===== src/rtl/wb_cache_controller.sv =====
`default_nettype none
// ============================================================================
// Module   : wb_cache_controller
// Purpose  : Direct-mapped, write-back, write-allocate cache controller placed
//            in front of a main memory with a combinational 4-word block port.
//            Hits are served from local line storage. A miss first writes
//            back the victim's dirty words, one beat per word, and then
//            refills the whole block in a single cycle.
// Ports    : clk, rst_n                 - clock, synchronous active-low reset
//            req_valid/req_ready        - CPU request handshake (ready in IDLE)
//            req_write/addr/wdata       - CPU request fields (10-bit word addr)
//            resp_valid/resp_rdata      - one-cycle completion pulse and data
//            isMemRead/isLock/address   - memory control and block address
//            writeData/isDirty          - memory write word and one-hot select
//            readData                   - memory block {w0,w1,w2,w3}
//            hit_count/miss_count       - wrapping first-compare statistics
// Revision : 1.0 - initial release
// ============================================================================
module wb_cache_controller #(
   parameter int LINES = 4,
   parameter int CNT_W = 16
) (
   input  logic             clk,
   input  logic             rst_n,
   input  logic             req_valid,
   output logic             req_ready,
   input  logic             req_write,
   input  logic [9:0]       req_addr,
   input  logic [31:0]      req_wdata,
   output logic             resp_valid,
   output logic [31:0]      resp_rdata,
   output logic             isMemRead,
   output logic             isLock,
   output logic [9:0]       address,
   output logic [127:0]     writeData,
   output logic [3:0]       isDirty,
   input  logic [127:0]     readData,
   output logic [CNT_W-1:0] hit_count,
   output logic [CNT_W-1:0] miss_count
);

   localparam int IDX   = $clog2(LINES);
   localparam int TAG_W = 8 - IDX;

   localparam logic [2:0] S_IDLE      = 3'd0;
   localparam logic [2:0] S_COMPARE   = 3'd1;
   localparam logic [2:0] S_WRITEBACK = 3'd2;
   localparam logic [2:0] S_FILL      = 3'd3;
   localparam logic [2:0] S_RESP      = 3'd4;

   logic [2:0]       state;
   logic [2:0]       state_next;

   // Latched request
   logic             req_write_q;
   logic [9:0]       req_addr_q;
   logic [31:0]      req_wdata_q;
   // Set on accept, cleared by the first COMPARE so only that one is counted
   logic             first_cmp;

   // Line storage
   logic [LINES-1:0] line_valid;
   logic [TAG_W-1:0] line_tag   [LINES];
   logic [31:0]      line_data  [LINES][4];
   logic [3:0]       line_dirty [LINES];

   logic [TAG_W-1:0] req_tag;
   logic [IDX-1:0]   req_idx;
   logic [1:0]       req_off;
   logic             hit;
   logic [3:0]       victim_dirty;
   logic             victim_needs_wb;
   logic [1:0]       wb_word;
   logic [3:0]       wb_onehot;
   logic [3:0]       wb_remaining;

   assign req_tag = req_addr_q[9:2+IDX];
   assign req_idx = req_addr_q[1+IDX:2];
   assign req_off = req_addr_q[1:0];

   assign hit             = line_valid[req_idx] && (line_tag[req_idx] == req_tag);
   assign victim_dirty    = line_dirty[req_idx];
   assign victim_needs_wb = line_valid[req_idx] && (victim_dirty != 4'b0000);

   // Lowest set dirty bit is written first, giving ascending word order
   always_comb begin
      wb_word = 2'd0;
      if (victim_dirty[0])      wb_word = 2'd0;
      else if (victim_dirty[1]) wb_word = 2'd1;
      else if (victim_dirty[2]) wb_word = 2'd2;
      else if (victim_dirty[3]) wb_word = 2'd3;
   end

   assign wb_onehot    = 4'b0001 << wb_word;
   assign wb_remaining = victim_dirty & ~wb_onehot;

   // ------------------------------------------------------------------
   // State register
   // ------------------------------------------------------------------
   always_ff @(posedge clk) begin
      if (!rst_n) state <= S_IDLE;
      else        state <= state_next;
   end

   // ------------------------------------------------------------------
   // Next-state logic
   // ------------------------------------------------------------------
   always_comb begin
      state_next = state;
      case (state)
         S_IDLE:      if (req_valid) state_next = S_COMPARE;
         S_COMPARE: begin
            if (hit)                  state_next = S_RESP;
            else if (victim_needs_wb) state_next = S_WRITEBACK;
            else                      state_next = S_FILL;
         end
         S_WRITEBACK: if (wb_remaining == 4'b0000) state_next = S_FILL;
         S_FILL:      state_next = S_COMPARE;
         S_RESP:      state_next = S_IDLE;
         default:     state_next = S_IDLE;
      endcase
   end

   // ------------------------------------------------------------------
   // Output decode: handshake and memory port from state and registers
   // ------------------------------------------------------------------
   always_comb begin
      req_ready  = 1'b0;
      resp_valid = 1'b0;
      isLock     = 1'b1;
      isMemRead  = 1'b1;
      isDirty    = 4'b0000;
      address    = 10'd0;
      writeData  = 128'd0;
      case (state)
         S_IDLE: req_ready = 1'b1;
         S_RESP: resp_valid = 1'b1;
         S_WRITEBACK: begin
            isLock    = 1'b0;
            isMemRead = 1'b0;
            address   = {line_tag[req_idx], req_idx, 2'b00};
            isDirty   = wb_onehot;
            writeData = {4{line_data[req_idx][wb_word]}};
         end
         S_FILL: begin
            isLock  = 1'b0;
            address = {req_tag, req_idx, 2'b00};
         end
         default: ;
      endcase
   end

   // ------------------------------------------------------------------
   // Datapath: request latch, line storage, response and counters
   // ------------------------------------------------------------------
   always_ff @(posedge clk) begin
      if (!rst_n) begin
         req_write_q <= 1'b0;
         req_addr_q  <= 10'd0;
         req_wdata_q <= 32'd0;
         first_cmp   <= 1'b0;
         line_valid  <= '0;
         for (int i = 0; i < LINES; i++) line_dirty[i] <= 4'b0000;
         resp_rdata  <= 32'd0;
         hit_count   <= '0;
         miss_count  <= '0;
      end else begin
         case (state)
            S_IDLE: begin
               if (req_valid) begin
                  req_write_q <= req_write;
                  req_addr_q  <= req_addr;
                  req_wdata_q <= req_wdata;
                  first_cmp   <= 1'b1;
               end
            end
            S_COMPARE: begin
               first_cmp <= 1'b0;
               if (first_cmp) begin
                  if (hit) hit_count  <= hit_count + CNT_W'(1);
                  else     miss_count <= miss_count + CNT_W'(1);
               end
               if (hit) begin
                  if (req_write_q) begin
                     line_data[req_idx][req_off]  <= req_wdata_q;
                     line_dirty[req_idx][req_off] <= 1'b1;
                     resp_rdata                   <= req_wdata_q;
                  end else begin
                     resp_rdata <= line_data[req_idx][req_off];
                  end
               end
            end
            S_WRITEBACK: line_dirty[req_idx] <= wb_remaining;
            S_FILL: begin
               for (int k = 0; k < 4; k++)
                  line_data[req_idx][k] <= readData[127-32*k -: 32];
               line_tag[req_idx]   <= req_tag;
               line_valid[req_idx] <= 1'b1;
               line_dirty[req_idx] <= 4'b0000;
            end
            default: ;
         endcase
      end
   end

endmodule
`default_nettype wire


===== config.mk =====
export PLATFORM = sky130hd
export DESIGN_NAME = wb_cache_controller
export DESIGN_NICKNAME = d
export VERILOG_FILES = /design/src/rtl/wb_cache_controller.sv
export SDC_FILE = /design/constraint.sdc
export NUM_CORES = 1
export LEC_CHECK = 0
export CAP_MARGIN = 20
export CORE_MARGIN = 5
export CORE_UTILIZATION = 45
export DETAILED_ROUTE_END_ITERATION = 10
export GPL_TIMING_DRIVEN = 0
export HOLD_SLACK_MARGIN = 0.03
export PLACE_DENSITY = 0.67
export REMOVE_ABC_BUFFERS = 1
export SLEW_MARGIN = 0
export SYNTH_ARGS = -nofsm -noshare
export SYNTH_HDL_FRONTEND = slang
export SYNTH_SLANG_ARGS = --single-unit

===== constraint.sdc =====
create_clock -name clk -period 4.5 [get_ports clk]
set_input_delay 0.9 -clock clk [delete_from_list [all_inputs] [get_ports clk]]
set_output_delay 0.9 -clock clk [all_outputs]
set_load 0.01 [all_outputs]

==> summary.md <==
| Metric | Value |
|---|---|
| Status | `complete, but fails checks` |
| Failing checks | `setup timing` |
| Starting Density | `45.46%` |
| Static Leak | `12.93 nW` |
| Final Util | `57.97%` |
| DRC | `0` |
| H-Tree Depth | `3` |
| Sequential Power Share | `48.5%` |
| Clk buf depth | `3` |
| Top cells by count, synth | `edfxtp_1 (552), nand2_1 (468), mux4_2 (170), dfxtp_1 (117), buf_4 (99)` |
| Max FO, Critical Path | `9` |
| Total power | `14.18 mW` |
| Total Routed Length | `84.95 mm` |
| Internal | `10.83 mW` |
| Max incr delay on CP | `540 ps` |
| Logic depth of the worst setup path including buffers | `10` |
| Die area | `0.06900 sq mm` |
| Clock network power share | `39.5%` |
| Placement Setup Slack | `-796.5 ps` |
| Ant diodes | `0` |
| Sw Share | `23.64%` |
| Synth Register Bits | `669` |
| CP Launch Type | `flip-flop` |
| Yosys warns | `0` |
| Worst hold-check path type | `flip-flop to flip-flop` |
| Clock skew | `25.52 ps` |
| Max-cap violations | `0` |
| Final setup violation count | `1` |
| I/O Buffers | `381` |
| Worst R2R Path Depth | `9` |
| Die X | `262.7 um` |
| Fin. Hold Viols | `0` |
| Top achievable clock speed | `0.2214 GHz` |
| Measured slew at the worst slew-check pin | `1028 ps` |
| CTS tree | `built` |
| Required @ worst endpoint | `3600 ps` |
| Most frequent CP cell | `buf_4` |
| Synth top area share | `57.70%` |
| Fin crit period | `4518 ps` |
| Detail Route Antenna Nets | `0` |
| CP arrival | `3620 ps` |
| Asr flop ratio synth | `0%` |
| Top Family by Delay on Critical Path | `buffers and inverters` |
| CP cell instances | `buf_4 -> mux4_2 -> or3_4 -> nor2_4 -> buf_4 -> buf_12 -> a222oi_1 -> a21oi_2 -> buf_4 -> clkdlybuf4s50_1` |
| Drt initial violations | `2092` |
| Yosys cell types | `57` |
| Top Ports | `384` |
| Worst relative slew slack | `31.18%` |
| Slowest stage cell, crit path | `mux4_2` |
| Post-DP HPWL | `54.08 mm` |
| RSZ-0062 raised after global routing | `true` |
| Post-synth EDFFs | `552` |
| Critical path class | `flip-flop to output port` |
| Clock Latency Late Sink | `610 ps` |
| WHS Path Cells | `1` |
| Synth Flop Type | `edfxtp_1` |
| CP bufs+invs | `5` |
| Fin crit share | `100.4%` |
| Mapped Cells | `2002` |
| Vias/cell | `5.819` |
| Root Buffer Master | `clkbuf_16` |
| Most common cell in the synthesized netlist | `edfxtp_1` |
| Power density over the cells | `387.1 mW/mm^2` |
| GRT Overall Usage | `23.49%` |
| Critical path capture point type | `output port` |
| Sink Count | `669` |
| Via Count | `18790` |
| Count of pins over their slew limit | `0` |
| Initial DRT Pass Iterations | `6` |
| Avg WL per Cell | `26.31 um` |
| Syn Std Cell Area | `0.02873 sq mm` |
| Largest net degree at the start of global routing | `81` |
| Core footprint | `0.06320 sq mm` |
| Final setup margin | `-17.54 ps` |
| Share of cells above drive strength 1 | `18.76%` |
| Seq/Total Area, Yosys | `65.85%` |
| Routability Congestion | `0.7702` |
| Clk slew on worst S/H paths | `60 ps` |
| # rows | `92` |
| Die H | `262.7 um` |
| Max VDD drop | `273.9 uV` |
| Combinational power share | `12.0%` |
| Mean Syn Cell Area | `14.35 sq um` |
| Initial antenna violation count | `3` |
| Grt total ovfl | `0` |
| Area delta synth->final | `27.51%` |
| Vias in the first global route | `19010` |
| Global-route wire length before repair | `122.0 mm` |
| Leading post-synthesis cells by cell area | `edfxtp_1 (58%), mux4_2 (13%), dfxtp_1 (8.2%), nand2_1 (6.1%), buf_4 (2.6%)` |
| P_sw | `3.352 mW` |
| Area leader, netlist | `edfxtp_1` |
| Layout Nets | `2506` |
| CTS buffer count | `70` |
what timing repair did:
item	CTS	global route
resized for setup	54	28
pin swaps	15	19
hold buffers	0	0
gates cloned	3	4
setup buffers	18	30
setup endpoints to repair	644	308
kinds of logic after synthesis:
family / Yosys count / share of synthesized area, %
flip-flops: 669 / 65.85
AND/OR/NAND/NOR: 654 / 9.895
AO/OA/AOI/OAI: 242 / 5.187
buffers and inverters: 230 / 4.460
multiplexers: 190 / 14.08
XOR/XNOR: 14 / 0.4268
adder cells (fa/ha/maj): 2 / 0.08709
other: 1 / 0.01305
worst register-to-register path: stages, from the launching register on:
cell     delay [ps]
dfxtp_4         450
buf_6           260
mux4_1          630
xnor2_1         220
nand3_1         450
nor3_4          340
buf_8           240
a31oi_1         380
nor2_4          630
buf_12          300
through the flow:
stage          setup TNS (ps)  cells  hold slack (ps)  instance area [sq um]
2_1_floorplan        -3970160   1779            421.0                  27470
3_3_place_gp                -   3006            427.8                  32350
3_5_place_dp          -328900   3049            438.8                  33530
4_1_cts                -11.55   3195            464.6                  36130
5_1_grt                 -2160   3229            484.3                  36630
6_report               -17.54   3229            466.8                  36630
worst paths after layout:
kind,slack (ps),start,end
worst max-delay path,-20,flip-flop,writeData[29]
worst min-delay path,470,line_valid[1]$_SDFFE_PN0N_,line_valid[1]$_SDFFE_PN0N_
worst max register to register,270,flip-flop,line_data[3][97]$_DFFE_PP_
worst min register to register,470,line_valid[1]$_SDFFE_PN0N_,line_valid[1]$_SDFFE_PN0N_
flip-flops by register name, summed over array words and instances (netlist names), named ones only:
name,cells
req_addr_q,10
line_data,512
line_tag,24
line_dirty,16
req_write_q,1
hit_count,16
resp_rdata,32
miss_count,16
first_cmp,1
req_wdata_q,32
state,3
line_valid,4
final cells by class:
class | instances | area (sq um)
timing repair buffer | 477 | 5520
multi-input combinational | 1105 | 8866
sequential | 669 | 18930
clock buffer | 96 | 1964
fill | 4816 | 26560
timing repair inverter | 1 | 8.758
inverter | 6 | 33.78
tap | 846 | 1059
clock inverter | 29 | 246.5
power groups by stage:
| stage | clock network, mW | registers (mW) | logic (mW) |
|---|---|---|---|
| 2_1_floorplan | 0 | 7.06 | 0.757 |
| 3_3_place_gp | 0 | 7.13 | 1.41 |
| 3_5_place_dp | 0 | 7.03 | 1.51 |
| 4_1_cts | 5.66 | 6.88 | 1.61 |
| 5_1_grt | 5.94 | 6.89 | 1.80 |
| 6_report | 5.60 | 6.88 | 1.70 |
metal layers:
layer | vias to the layer above | GRT usage (%) | share of wire [%]
li1 | 8119 | - | -
met1 | 9417 | 31.69 | 38
met2 | 1083 | 37.98 | 48
met3 | 168 | 6.591 | 11
met4 | 4 | 6.317 | 2.9
met5 | - | 0 | 0.036
cell usage in the layout (no fill, tap or decap), types with 5 or more instances in the layout:
cell type,netlist,layout
edfxtp_1,552,552
nand2_1,468,467
clkdlybuf4s50_1,0,348
mux4_2,170,170
dfxtp_1,117,112
clkbuf_16,0,77
a21oi_1,91,60
o21ai_0,57,57
nand2b_1,48,48
a31oi_1,38,38
buf_4,99,35
a222oi_1,32,32
buf_12,0,30
a21oi_2,0,29
nor2_1,46,27
buf_16,0,23
mux2i_1,19,19
nor2_4,0,19
clkbuf_1,95,19
dlymetal6s2s_1,0,17
dlygate4sd2_1,0,15
nand4_1,11,11
clkinv_2,0,11
and2_1,12,10
and3_1,11,10
xnor2_1,10,10
clkinv_1,1,10
nor3_1,9,8
nand3_1,9,8
or3_1,7,6
nor2b_1,7,5
No activity file was read; power rests on OpenSTA's default activity.
